File: src/rtl/id_ex_control_stage.sv
// ----------------------------------------------------------------------------
// id_ex_control_stage
//
// Decodes the opcode of the instruction sitting in ID into the main control
// signals, then registers them into the ID/EX pipeline boundary.
//
// The ID/EX register supports:
//   - stall : hold the current EX contents
//   - flush : replace the EX contents with a bubble
//   - bubble insertion when ID does not hold a real instruction
//
// Illegal opcodes are flagged in EX and counted in a saturating counter.
//
// Update priority at each rising edge (highest first):
//   reset > flush > stall > (id_valid == 0) > load decode
//
// All outputs come straight from flops, so there is no combinational path
// from any input to any output.
// ----------------------------------------------------------------------------
module id_ex_control_stage #(
    parameter int CNT_W = 8
) (
    input  logic             clk,
    input  logic             reset,
    input  logic [31:0]      id_instr,
    input  logic             id_valid,
    input  logic             stall,
    input  logic             flush,
    output logic             ex_valid,
    output logic [1:0]       ex_aluop,
    output logic [5:0]       ex_funct,
    output logic             ex_regdst,
    output logic             ex_alusrc,
    output logic             ex_memtoreg,
    output logic             ex_regwrite,
    output logic             ex_memread,
    output logic             ex_memwrite,
    output logic             ex_branch,
    output logic             ex_illegal,
    output logic [CNT_W-1:0] illegal_count
);

    // ------------------------------------------------------------------------
    // Opcode and ALUOp encodings
    // ------------------------------------------------------------------------
    localparam logic [5:0] OP_RTYPE = 6'b000000;
    localparam logic [5:0] OP_LW    = 6'b100011;
    localparam logic [5:0] OP_SW    = 6'b101011;
    localparam logic [5:0] OP_BEQ   = 6'b000100;

    localparam logic [1:0] ALU_ADD   = 2'b00;
    localparam logic [1:0] ALU_SUB   = 2'b01;
    localparam logic [1:0] ALU_FUNCT = 2'b10;
    localparam logic [1:0] ALU_UNK   = 2'b11;

    // ------------------------------------------------------------------------
    // Control bundle carried across the ID/EX boundary
    // ------------------------------------------------------------------------
    typedef struct packed {
        logic       valid;
        logic [1:0] aluop;
        logic [5:0] funct;
        logic       regdst;
        logic       alusrc;
        logic       memtoreg;
        logic       regwrite;
        logic       memread;
        logic       memwrite;
        logic       branch;
        logic       illegal;
    } ctrl_t;

    // A bubble is the all-zero bundle: aluop=00, funct=0, not valid, not illegal.
    localparam ctrl_t BUBBLE = '0;

    ctrl_t            dec;
    ctrl_t            ex_q;
    logic [5:0]       opcode;
    logic             load_en;
    logic             load_illegal;
    logic             count_sat;
    logic             unused_instr_bits;

    assign opcode = id_instr[31:26];

    // Only the opcode and funct fields matter to this stage; the register
    // and immediate fields are consumed elsewhere.
    assign unused_instr_bits = ^id_instr[25:6];

    // ------------------------------------------------------------------------
    // Main control decode of the instruction in ID
    // ------------------------------------------------------------------------
    always_comb begin
        dec = BUBBLE;
        unique case (opcode)
            OP_RTYPE: begin
                // The all-zero NOP lands here too: it writes $0, which is harmless.
                dec.valid    = 1'b1;
                dec.aluop    = ALU_FUNCT;
                dec.funct    = id_instr[5:0];
                dec.regdst   = 1'b1;
                dec.regwrite = 1'b1;
            end
            OP_LW: begin
                dec.valid    = 1'b1;
                dec.aluop    = ALU_ADD;
                dec.alusrc   = 1'b1;
                dec.memtoreg = 1'b1;
                dec.regwrite = 1'b1;
                dec.memread  = 1'b1;
            end
            OP_SW: begin
                dec.valid    = 1'b1;
                dec.aluop    = ALU_ADD;
                dec.alusrc   = 1'b1;
                dec.memwrite = 1'b1;
            end
            OP_BEQ: begin
                dec.valid    = 1'b1;
                dec.aluop    = ALU_SUB;
                dec.branch   = 1'b1;
            end
            default: begin
                // Illegal: flagged but never valid, and every enable stays low
                // so nothing downstream can commit a side effect.
                dec.aluop    = ALU_UNK;
                dec.illegal  = 1'b1;
            end
        endcase
    end

    // ------------------------------------------------------------------------
    // Load qualification: the register takes a fresh decode only when no
    // higher-priority action (reset, flush, stall, bubble) applies.
    // ------------------------------------------------------------------------
    assign load_en      = !reset && !flush && !stall && id_valid;
    assign load_illegal = load_en && dec.illegal;
    assign count_sat    = (illegal_count == {CNT_W{1'b1}});

    // ------------------------------------------------------------------------
    // ID/EX control register with reset/flush/stall/bubble priority
    // ------------------------------------------------------------------------
    always_ff @(posedge clk) begin
        if (reset) begin
            ex_q <= BUBBLE;
        end else if (flush) begin
            ex_q <= BUBBLE;
        end else if (stall) begin
            ex_q <= ex_q;
        end else if (!id_valid) begin
            ex_q <= BUBBLE;
        end else begin
            ex_q <= dec;
        end
    end

    // ------------------------------------------------------------------------
    // Saturating illegal-opcode counter; a held illegal counts only once
    // because a stalled edge never loads.
    // ------------------------------------------------------------------------
    always_ff @(posedge clk) begin
        if (reset) begin
            illegal_count <= '0;
        end else if (load_illegal && !count_sat) begin
            illegal_count <= illegal_count + 1'b1;
        end
    end

    // ------------------------------------------------------------------------
    // Output mapping straight from the register
    // ------------------------------------------------------------------------
    assign ex_valid    = ex_q.valid;
    assign ex_aluop    = ex_q.aluop;
    assign ex_funct    = ex_q.funct;
    assign ex_regdst   = ex_q.regdst;
    assign ex_alusrc   = ex_q.alusrc;
    assign ex_memtoreg = ex_q.memtoreg;
    assign ex_regwrite = ex_q.regwrite;
    assign ex_memread  = ex_q.memread;
    assign ex_memwrite = ex_q.memwrite;
    assign ex_branch   = ex_q.branch;
    assign ex_illegal  = ex_q.illegal;

endmodule
File: config.mk
export PLATFORM = sky130hd
export DESIGN_NAME = id_ex_control_stage
export DESIGN_NICKNAME = d
export VERILOG_FILES = /design/src/rtl/id_ex_control_stage.sv
export SDC_FILE = /design/constraint.sdc
export NUM_CORES = 1
export LEC_CHECK = 0
export CORE_MARGIN = 4
export CORE_UTILIZATION = 37
export DETAILED_ROUTE_END_ITERATION = 16
export GPL_TIMING_DRIVEN = 0
export PLACE_DENSITY = 0.77
export SETUP_SLACK_MARGIN = 0.05
export SLEW_MARGIN = 10
export SYNTH_ARGS = -nofsm -noshare
export SYNTH_HDL_FRONTEND = slang
export SYNTH_SLANG_ARGS = --single-unit
File: constraint.sdc
create_clock -name clk -period 2.3 [get_ports clk]
set_input_delay 0.69 -clock clk [delete_from_list [all_inputs] [get_ports clk]]
set_output_delay 0.69 -clock clk [all_outputs]
set_load 0.02 [all_outputs]
Word level (Yosys, flattened, before mapping)
Index checks and enable logic that the tools add are counted.
- reduce and logical (&&, ||, !) cells: 14
- eq/ne operators: 4
- add/sub/neg operators: 1
- muxes and demuxes: 10
- operators with widths (cell ; count):
    $mux W17 ; 1
    $eq A6 B6 Y1 const B ; 2
    $add A8 B1 Y8 const B ; 1
    $eq A8 B8 Y1 const B ; 1
    $mux W1 ; 7
    $mux W7 ; 1
    $eq A6 B3 Y1 const B ; 1
    $logic_not A6 Y1 ; 1
    $pmux W2 S3 ; 1
    $reduce_or A2 Y1 ; 3
    $logic_and A1 B1 Y1 ; 5
    $logic_not A1 Y1 ; 4
    $reduce_or A4 Y1 ; 1
- register bits after elaboration: 25
- output and inout bits: 25
- logic and storage cells: 41
- bits of input ports: 37

Depth between registers and ports, before layout
Gate-level depths: netlist of run 1.
- word-level depth: 6
- depth in mapped cells: 5
- depth with buffers taken out: 5

Worst setup path after synthesis of run 1
Ideal clock, no wire load.
- path type: input port to flip-flop
- from: input port id_instr[27]
- to: register illegal_count[5]
- path buffers: 1
- data required time: 2179 ps
- cell stages on the path: 5
- arrival time: 1912 ps
- slack: 266 ps
- cell sequence: or4_4 a21oi_4 buf_6 nor4_2 mux2_4
- word-level cells in the longest chain between the ends: 5
- elaborated cells on any way between the ends: 8
- RTL lines (what ; RTL line ; source):
    start: declaration ; 25 ; input logic [31:0] id_instr,
    $eq A6 B3 Y1, or another cell as far along ; 95 ; unique case (opcode)
    $reduce_or A4 Y1 (no line) (*) ; -- ;
    $mux W1 (*) ; 95 ;
    $logic_and A1 B1 Y1 (*) ; 137 ; assign load_illegal = load_en && dec.illegal;
    $logic_and A1 B1 Y1 (*) ; 164 ; end else if (load_illegal && !count_sat) begin
    end signal: assignment ; 165 ; illegal_count <= illegal_count + 1'b1;
    end: declaration ; 40 ; output logic [CNT_W-1:0] illegal_count
Every way passes the cells marked *; elsewhere a longest branch is shown, timed or not.
A chain may end at the register's enable or synchronous reset.

Worst setup path in the final report of run 1
- from: input port id_instr[28]
- to: register illegal_count[6]
Same word-level chain as after synthesis.

==> impl_metrics.csv, run 1 <==
group,metric,value,unit
synthesis,yosysWarnings,0,
critical_path,crit_end,"illegal_count[6]",
synthesis,async_reset_ff_frac,0,
die,fp.dieH,62.05,um
clocking,clkTransAtPathRegs,0.13,ns
routing,drc_errors,0,
sta,worst_slew_pin_slew,0.6182,ns
power,power_density,443.3,nW/um^2
placed_design,gp_congestion,0.7990,
power,peakVddDrop,380.5,uV
sta,max_slew_margin,0.5864,
sta,fmax,453.9,MHz
die,design.core.area,2781,um^2
synthesis,synth_edf_count,0,
clocking,clk_latency,0.31,ns
worst_hold_path,hp-class,"flop to flop",
routing,ant_nets,0,
die,num_rows,19,
clocking,cts_buffer_depth,2,
sta,layout_min_cycle_time,2.203,ns
outcome,status,"finished, final reports clean",
critical_path,r2r_cells,4,
sta,final_hold_viol_count,0,
power,switching_share,0.2298,
clocking,htree_levels,1,
layout,drive_gt1_frac,0.1369,
global_routing,track_usage,0.1460,
placed_design,pre_cts_slack,-0.2900,ns
global_routing,grt.overflow.total,0,
placed_design,placedInstanceArea,1520,um^2
die,io_pins,62,
critical_path,worstPathArrival,2.47,ns
global_routing,grt_pass1_wl,4.264,mm
clocking,ctsHoldBuffers,0,
power,power_frac_seq,0.582,
power,p_leak,0.5603,nW
critical_path,crit_path_max_fanout,6,
critical_path,rrSetupSlack,0.52,ns
critical_path,cp-start-kind,"input port",
die,die-area,3850,um^2
critical_path,crit_required,2.57,ns
clocking,cts_tree,"yes",
critical_path,reg2reg_to,"illegal_count[7]",
routing,via_count,1057,
routing,drt_first_pass_iters,4,
layout,fillCellCount,238,
sta,maxSlewViolCount,0,
clocking,cts_root_buf,"clkbuf_4",
run,max_cap_viol_count,0,
sta,rsz0062_at_grt,"true",
clocking,cts_buffers,3,
synthesis,netlist_instances,119,
synthesis,synth-main-ff-cell,"dfxtp_1",
layout,fin_util,0.5852,
critical_path,end_kind,"flop",
sta,layout_setup_ws,0.09687,ns
layout,antenna_cells,0,
synthesis,seq_area_frac_synth,0.4444,
layout,final_cell_mix,"clkdlybuf4s50_1 (37), dfxtp_1 (24), nand2_1 (12), nor2_1 (12), a21oi_1 (9)",
layout,final_common_cell,"clkdlybuf4s50_1",
sta,fin_skew,0.0009680,ns
synthesis,synth_nets,157,
layout,fin_cells,199,
synthesis,synth_area,1081,um^2
placed_design,place_hpwl,2.092,mm
clocking,cts_sinks,24,
placed_design,place_inst,190,
routing,viasPerCell,5.312,
routing,drtIter0Drc,35,
synthesis,synth_cell_types,40,
layout,stdcell_area,1628,um^2
layout,area_growth,50.58,%
global_routing,grt_pass1_vias,985,
die,start_util,0.3887,
critical_path,crit_path_start,"id_instr[28]",
critical_path,reg2reg_from,"illegal_count[2]",
global_routing,antenna_found_initial,0,
sta,finalSetupViolations,0,
global_routing,grt_max_degree,14,
power,combPwrFrac,0.111,
power,power.switching,0.0001658,W
synthesis,yosys_register_bits,24,
power,internal_power,0.0005558,W
routing,finalWirelength,2.836,mm
synthesis,syn_area_per_cell,9.084,um^2
sta,timing.final.crit_share,0.9579,
critical_path,crit_type,"input port to flop",
placed_design,port-buffer-count,40,
routing,wl_per_cell,14.25,um
die,fp.dieW,62.05,um
power,power_frac_clock,0.307,
power,p_total,0.0007216,W
layout,nNetsFinal,207,
## Yosys cell counts (2+ instances only)
| master | number | share of area |
|---|---|---|
| dfxtp_1 | 24 | 0.44 |
| nand2_1 | 12 | 0.042 |
| nor2_1 | 12 | 0.042 |
| a21oi_1 | 9 | 0.042 |
| a22oi_1 | 7 | 0.049 |
| clkbuf_1 | 4 | 0.014 |
| inv_1 | 3 | 0.010 |
| nand2b_1 | 3 | 0.017 |
| o31ai_1 | 3 | 0.021 |
| or4_1 | 3 | 0.021 |
| a31oi_1 | 2 | 0.012 |
| and2_1 | 2 | 0.012 |
| nand3_1 | 2 | 0.0093 |
| nand4_1 | 2 | 0.012 |
| nor2b_1 | 2 | 0.012 |
| nor3_1 | 2 | 0.0093 |
| nor4b_1 | 2 | 0.016 |
| o21a_1 | 2 | 0.014 |
| o21ai_0 | 2 | 0.0093 |
## power groups by stage
stage / Sequential, W / Combinational [W] / Clock [W]
finish: 0.000420 / 0.0000798 / 0.000222
global route: 0.000421 / 0.0000862 / 0.000242
CTS: 0.000420 / 0.0000744 / 0.000223
detailed placement: 0.000429 / 0.0000740 / 0
global placement: 0.000429 / 0.0000724 / 0
floorplan: 0.000432 / 0.0000280 / 0
## critical path: stages
cell	delay, ns
clkdlybuf4s50_1	0.57
nand4b_1	0.24
a21oi_4	0.11
buf_6	0.15
buf_4	0.14
or4_1	0.50
nand2_1	0.07
## final cells by class
type	count	area, um^2	area share
Buffer	7	38.79	0.02383
Clock buffer	4	36.28	0.02229
Inverter	4	15.01	0.009224
Multi-Input combinational cell	84	573.1	0.3520
Sequential cell	24	480.5	0.2952
Tap cell	31	38.79	0.02383
Timing Repair Buffer	45	445.4	0.2736
## state kept, by name (all words and copies together), names as in the netlist
name / flops
illegal_count: 8
ex_funct: 6
ex_aluop: 2
ex_alusrc: 1
ex_branch: 1
ex_illegal: 1
ex_memtoreg: 1
ex_memwrite: 1
ex_regdst: 1
ex_regwrite: 1
ex_valid: 1
## per-stage QoR
step	hold slack, ns	TNS (ns)
after detailed placement	0.4626	-3.178
final	0.4782	0
after CTS	0.4818	0
after global routing	0.4987	-0.01096
after global placement	0.4536	-2.362
after floorplan	0.5450	0
## how the worst min path moves through the flow
| stage | startpoint | end | slack (ns) | cells past startpoint |
|---|---|---|---|---|
| 3_5_place_dp | ex_aluop[1] | ex_aluop[1] | 0.46 | 2 |
| 4_1_cts | ex_aluop[1] | ex_aluop[1] | 0.48 | 2 |
| 6_report | ex_aluop[1] | ex_aluop[1] | 0.48 | 2 |
| 2_1_floorplan | ex_aluop[1] | ex_aluop[1] | 0.55 | 2 |
| 5_1_grt | ex_aluop[1] | ex_aluop[1] | 0.50 | 2 |
| 3_3_place_gp | ex_branch | ex_branch | 0.45 | 2 |
## logic make-up (layout without fill, tap and decap cells)
group / Yosys count / count (layout) / share of synthesized area
muxes: 3 / 3 / 0.03356
buffers and inverters: 11 / 60 / 0.04976
adders and majority gates: 1 / 1 / 0.01157
DFF: 24 / 24 / 0.4444
AOI/OAI and AO/OA: 29 / 29 / 0.1852
and+or+nand+nor: 51 / 51 / 0.2755
## layer usage
layer  up-vias  GRT usage  part of all wire
li1        531          -                 -
met5         -          0                 0
met3         2    0.02066             0.026
met2        25     0.2426              0.52
met4         0    0.04848            0.0095
met1       499     0.1935              0.44
## timing repair
item                                    CTS  global route
endpoints found under the setup margin    0             8
resized for setup                         0             7
buffers inserted                          0             5
Power figures use the tool's default switching activity.
==> run 2: changes to the inputs <==
--- a/config.mk
+++ b/config.mk
@@ -15,3 +15,4 @@
 export SYNTH_ARGS = -nofsm -noshare
 export SYNTH_HDL_FRONTEND = slang
 export SYNTH_SLANG_ARGS = --single-unit
+export TNS_END_PERCENT = 30
==> run 2 against run 1 <==
Net effect:
- via count is 0.66% higher
- cell area down 1.0%
- global-route usage did not move
- core utilization decreased by 0.58 points
- power hardly changed
- critical path depth is 1 lower
- sequential share of layout area is 0.30 points higher
- critical path type unchanged
- critical endpoint is now illegal_count[7]
==> impl_metrics.csv, run 2 (synthesized netlist as in run 1, its figures left out) <==
group,metric,value,unit
outcome,status,"finished, final reports clean",
sta,fmax,441.7,MHz
layout,largest_register_ffs,8,
routing,via_count,1064,
power,power_density,447.9,nW/um^2
routing,dr_wl_met2,1.462,mm
routing,wl_per_cell,14.14,um
critical_path,reg2reg_from,"illegal_count[2]",
layout,drive_gt1_frac,0.1369,
routing,ant_nets,0,
power,peakVddDrop,395.7,uV
critical_path,crit_required,2.51,ns
global_routing,antenna_found_initial,0,
routing,drt_first_pass_iters,4,
critical_path,reg2reg_to,"illegal_count[7]",
sta,worst_slew_pin_slew,0.5403,ns
sta,fin_skew,0.0009646,ns
die,io_pins,62,
sta,maxSlewViolCount,0,
die,die-area,3850,um^2
critical_path,crit_end,"illegal_count[7]",
routing,finalWirelength,2.813,mm
critical_path,critical_path.n_buffers_inverters,2,
clocking,cts_buffers,3,
layout,final_common_cell,"clkdlybuf4s50_1",
layout,area_growth,49.07,%
critical_path,crit_chain,"clkdlybuf4s50_1 -> or4_4 -> a21oi_4 -> buf_4 -> nor4b_2 -> mux2_1",
critical_path,critical_path.top_delay_family,"simple AND/OR/NAND/NOR gates",
sta,layout_min_cycle_time,2.264,ns
global_routing,grt_pass1_wl,4.264,mm
routing,top_layer_used,"met4",
critical_path,crit_type,"input port to flop",
global_routing,track_usage,0.1460,
clocking,ctsHoldBuffers,0,
placed_design,pre_cts_slack,-0.2900,ns
clocking,cts_sinks,24,
routing,dr_wl_met3,110,um
clocking,cts_tree,"yes",
routing,drtIter0Drc,24,
critical_path,worst-path-stages,6,
critical_path,end_kind,"flop",
critical_path,crit_path_start,"id_instr[31]",
global_routing,grt_max_degree,14,
placed_design,place_hpwl,2.092,mm
layout,nNetsFinal,207,
critical_path,slowest_stage,"or4_4",
layout,antenna_cells,0,
sta,finalSetupViolations,0,
global_routing,grt_pass1_vias,985,
worst_hold_path,hp-class,"flop to flop",
run,max_cap_viol_count,0,
clocking,cts_root_buf,"clkbuf_4",
layout,largest-register,"illegal_count",
sta,rsz0062_at_grt,"true",
critical_path,worstPathArrival,2.48,ns
sta,max_slew_margin,0.6385,
critical_path,crit_path_max_fanout,5,
clocking,clkTransAtPathRegs,0.13,ns
die,fp.dieH,62.05,um
critical_path,worst_path_largest_cell_delay,0.60,ns
routing,met1_length,1.208,mm
sta,final_hold_viol_count,0,
routing,viasPerCell,5.347,
worst_hold_path,min_path_cells,2,
global_routing,grt.overflow.total,0,
critical_path,cp-start-kind,"input port",
placed_design,placedInstanceArea,1520,um^2
die,design.core.area,2781,um^2
clocking,clk_latency,0.31,ns
clocking,htree_levels,1,
die,start_util,0.3887,
placed_design,port-buffer-count,40,
critical_path,r2r_cells,4,
layout,stdcell_area,1612,um^2
power,p_leak,0.5328,nW
placed_design,gp_congestion,0.7990,
critical_path,rrSetupSlack,0.56,ns
routing,drc_errors,0,
die,fp.dieW,62.05,um
sta,timing.final.crit_share,0.9843,
layout,final_cell_mix,"clkdlybuf4s50_1 (40), dfxtp_1 (24), nand2_1 (12), nor2_1 (12), a21oi_1 (9)",
sta,layout_setup_ws,0.03602,ns
die,num_rows,19,
clocking,cts_buffer_depth,2,
==> run 2: cell types whose count changed in the layout (fill, tap and decap cells not counted) <==
cell	previous run	this run
clkdlybuf4s50_1	37	40
dlymetal6s2s_1	3	0
nor4_2	0	1
nor4_4	2	1
==> run 2: what timing repair did <==
action	in CTS	in global routing
gates resized for setup	0	3
endpoints found under the setup margin	0	8
buffers inserted	0	5
==> run 2: area by class of cell <==
cell class / count / area (um^2)
fill: 240 / 1170
clock buffer: 4 / 36.28
inverter: 4 / 15.01
multi-input combinational: 84 / 564.3
buffer: 7 / 38.79
sequential: 24 / 480.5
tap: 31 / 38.79
timing repair buffer: 45 / 437.9
==> run 2: worst min path at each step <==
stage,start,to
2_1_floorplan,ex_aluop[1],ex_aluop[1]
4_1_cts,ex_aluop[1],ex_aluop[1]
3_5_place_dp,ex_aluop[1],ex_aluop[1]
6_report,ex_aluop[1],ex_aluop[1]
5_1_grt,ex_aluop[1],ex_aluop[1]
3_3_place_gp,ex_branch,ex_branch
==> run 2: report_power, final <==
| group | switching (W) | internal, W | total (W) | leakage (nW) |
|---|---|---|---|---|
| logic | 0.0000387 | 0.0000417 | 0.0000803 | 0.318 |
| registers | 0.00000179 | 0.000418 | 0.000420 | 0.194 |
| clock network | 0.000125 | 0.0000966 | 0.000221 | 0.0210 |
==> run 2: metal layers <==
metal / up-vias / GRT usage
li1: 531 / -
met1: 486 / 0.1935
met5: - / 0
met2: 43 / 0.2426
met4: 0 / 0.04848
met3: 4 / 0.02066
==> run 2: through the flow <==
step	power, W	util	hold slack (ns)	std cells	TNS [ns]
global route	0.0007500	0.5794	0.4987	199	-0.005588
global placement	0.0005016	0.5466	0.4536	190	-2.362
finish	0.0007218	0.5794	0.4781	199	0
detailed placement	0.0005035	0.5466	0.4626	190	-3.178
CTS	0.0007182	0.5596	0.4818	194	0
floorplan	0.0004605	-	0.5450	119	0
==> run 2: worst register-to-register path, cell delays in order, from the launching register on <==
cell and delay, ns:
dfxtp_1 0.44, nand4_1 0.26, nor2_1 0.51, nor4b_2 0.11, mux2_1 0.32
==> run 3: changes to the inputs <==
--- a/config.mk
+++ b/config.mk
@@ -6,10 +6,12 @@
 export NUM_CORES = 1
 export LEC_CHECK = 0
 export CORE_MARGIN = 4
-export CORE_UTILIZATION = 37
+export CORE_UTILIZATION = 39
+export CTS_BUF_LIST = sky130_fd_sc_hd__clkbuf_8
 export DETAILED_ROUTE_END_ITERATION = 16
+export GPL_ROUTABILITY_DRIVEN = 0
 export GPL_TIMING_DRIVEN = 0
-export PLACE_DENSITY = 0.77
+export PLACE_DENSITY = 0.81
 export SETUP_SLACK_MARGIN = 0.05
 export SLEW_MARGIN = 10
 export SYNTH_ARGS = -nofsm -noshare
==> run 3 against run 2 <==
Net effect:
- sequential share of layout area decreased by 0.74 points
- setup slack improved by 0.033 ns
- global-route usage increased by 1.3 points
- highest routed layer unchanged
- combinational power decreased by 1%
- critical endpoint is now illegal_count[6]
- count of clock-buffer cells in the layout decreased by 1
- routed wire length decreased by 1.1%
==> impl_metrics.csv, run 3 (synthesized netlist as in run 1, its figures left out) <==
group,metric,value,unit
critical_path,end_kind,"flop",
critical_path,crit_type,"input port to flop",
global_routing,grt_max_degree,15,
sta,rsz0062_at_grt,"true",
sta,maxSlewViolCount,0,
global_routing,track_usage,0.1592,
die,fp.dieW,60.65,um
die,num_rows,18,
worst_hold_path,hp-class,"flop to flop",
sta,layout_min_cycle_time,2.231,ns
routing,drtIter0Drc,42,
routing,drt_first_pass_iters,4,
sta,fin_skew,0.0006906,ns
layout,fin_util,0.6438,
routing,ant_nets,0,
critical_path,crit_required,2.52,ns
clocking,cts_tree,"yes",
outcome,status,"finished, final reports clean",
run,max_cap_viol_count,0,
sta,finalSetupViolations,0,
placed_design,placedInstanceArea,1519,um^2
routing,finalWirelength,2.783,mm
routing,via_count,1072,
sta,whs,0.4686,ns
clocking,clkTransAtPathRegs,0.09,ns
die,io_pins,62,
layout,final_cell_mix,"clkdlybuf4s50_1 (37), dfxtp_1 (24), nand2_1 (12), nor2_1 (12), a21oi_1 (9)",
sta,max_slew_margin,0.6665,
routing,drc_errors,0,
die,fp.dieH,60.65,um
power,peakVddDrop,404.0,uV
power,power_density,527.9,nW/um^2
critical_path,worstPathArrival,2.45,ns
critical_path,cp-start-kind,"input port",
critical_path,crit_path_max_fanout,5,
clocking,cts_buffers,3,
clocking,clk_latency,0.27,ns
sta,final_hold_viol_count,0,
layout,largest-register,"illegal_count",
die,start_util,0.4211,
layout,final_common_cell,"clkdlybuf4s50_1",
routing,wl_per_cell,14.06,um
clocking,cts_sinks,24,
layout,area_growth,52.89,%
layout,drive_gt1_frac,0.1369,
clocking,htree_levels,1,
clocking,cts_buffer_depth,2,
sta,worst_slew_pin_slew,0.4965,ns
clocking,cts_root_buf,"clkbuf_8",
clocking,ctsHoldBuffers,0,
layout,stdcell_area,1653,um^2
sta,fmax,448.3,MHz
layout,nNetsFinal,207,
global_routing,grt_pass1_wl,4.471,mm
sta,timing.final.crit_share,0.9699,
layout,largest_register_ffs,8,
routing,viasPerCell,5.414,
power,p_leak,0.5749,nW
die,design.core.area,2567,um^2
placed_design,place_hpwl,2.102,mm
global_routing,antenna_found_initial,0,
global_routing,grt_pass1_vias,1017,
global_routing,grt.overflow.total,0,
placed_design,port-buffer-count,40,
layout,antenna_cells,0,
sta,final.setup.tns,0,ns
die,die-area,3678,um^2
[run 3: metrics by stage]
step                setup WS (ns)  cells  total power [W]
floorplan                  0.2664    119        0.0004605
global placement          -0.2444    189        0.0005014
detailed placement        -0.2744    189        0.0005035
CTS                       0.04322    197        0.0008780
global route             0.004413    198        0.0009034
finish                    0.06934    198        0.0008725
[run 3: worst paths after layout]
check,slack [ns],endpoint,startpoint,cells past startpoint
worst max-delay path,0.07,illegal_count[6],id_instr[28],7
worst min-delay path,0.47,ex_memtoreg,ex_memtoreg,2
worst max register to register,0.62,illegal_count[7],illegal_count[2],4
worst min register to register,0.47,ex_memtoreg,ex_memtoreg,2
[run 3: cell type report]
type,count,area [um^2]
multi-input cells,84,564.3
inverters,4,15.01
clock buffers,3,41.29
repair buffers,45,445.4
flip-flops and latches,24,480.5
clock inverters,1,30.03
fillers,224,914.6
well taps,30,37.54
plain buffers,7,38.79
[run 3: critical path, cell delays in order]
cell and delay (ns):
clkdlybuf4s50_1 0.57, nand4b_1 0.24, a21oi_4 0.11, buf_6 0.14
buf_4 0.13, or4_1 0.50, nand2_1 0.07
[run 3: timing repair]
action,4_1_cts,5_1_grt
setup buffers,4,1
endpoints found under the setup margin,2,14
gates resized for setup,0,7
pin swaps,2,4
[run 3: power breakdown]
| part | total (W) | internal (W) | switching [W] |
|---|---|---|---|
| Combinational | 0.0000795 | 0.0000409 | 0.0000386 |
| Sequential | 0.000420 | 0.000418 | 0.00000194 |
| Clock | 0.000373 | 0.000233 | 0.000140 |
[run 3: routing by layer]
| layer | GRT usage | wire, um |
|---|---|---|
| met4 | 0.08359 | 56 |
| met2 | 0.2550 | 1384 |
| met3 | 0.01277 | 86 |
| met1 | 0.2133 | 1255 |
| met5 | 0 | 0 |
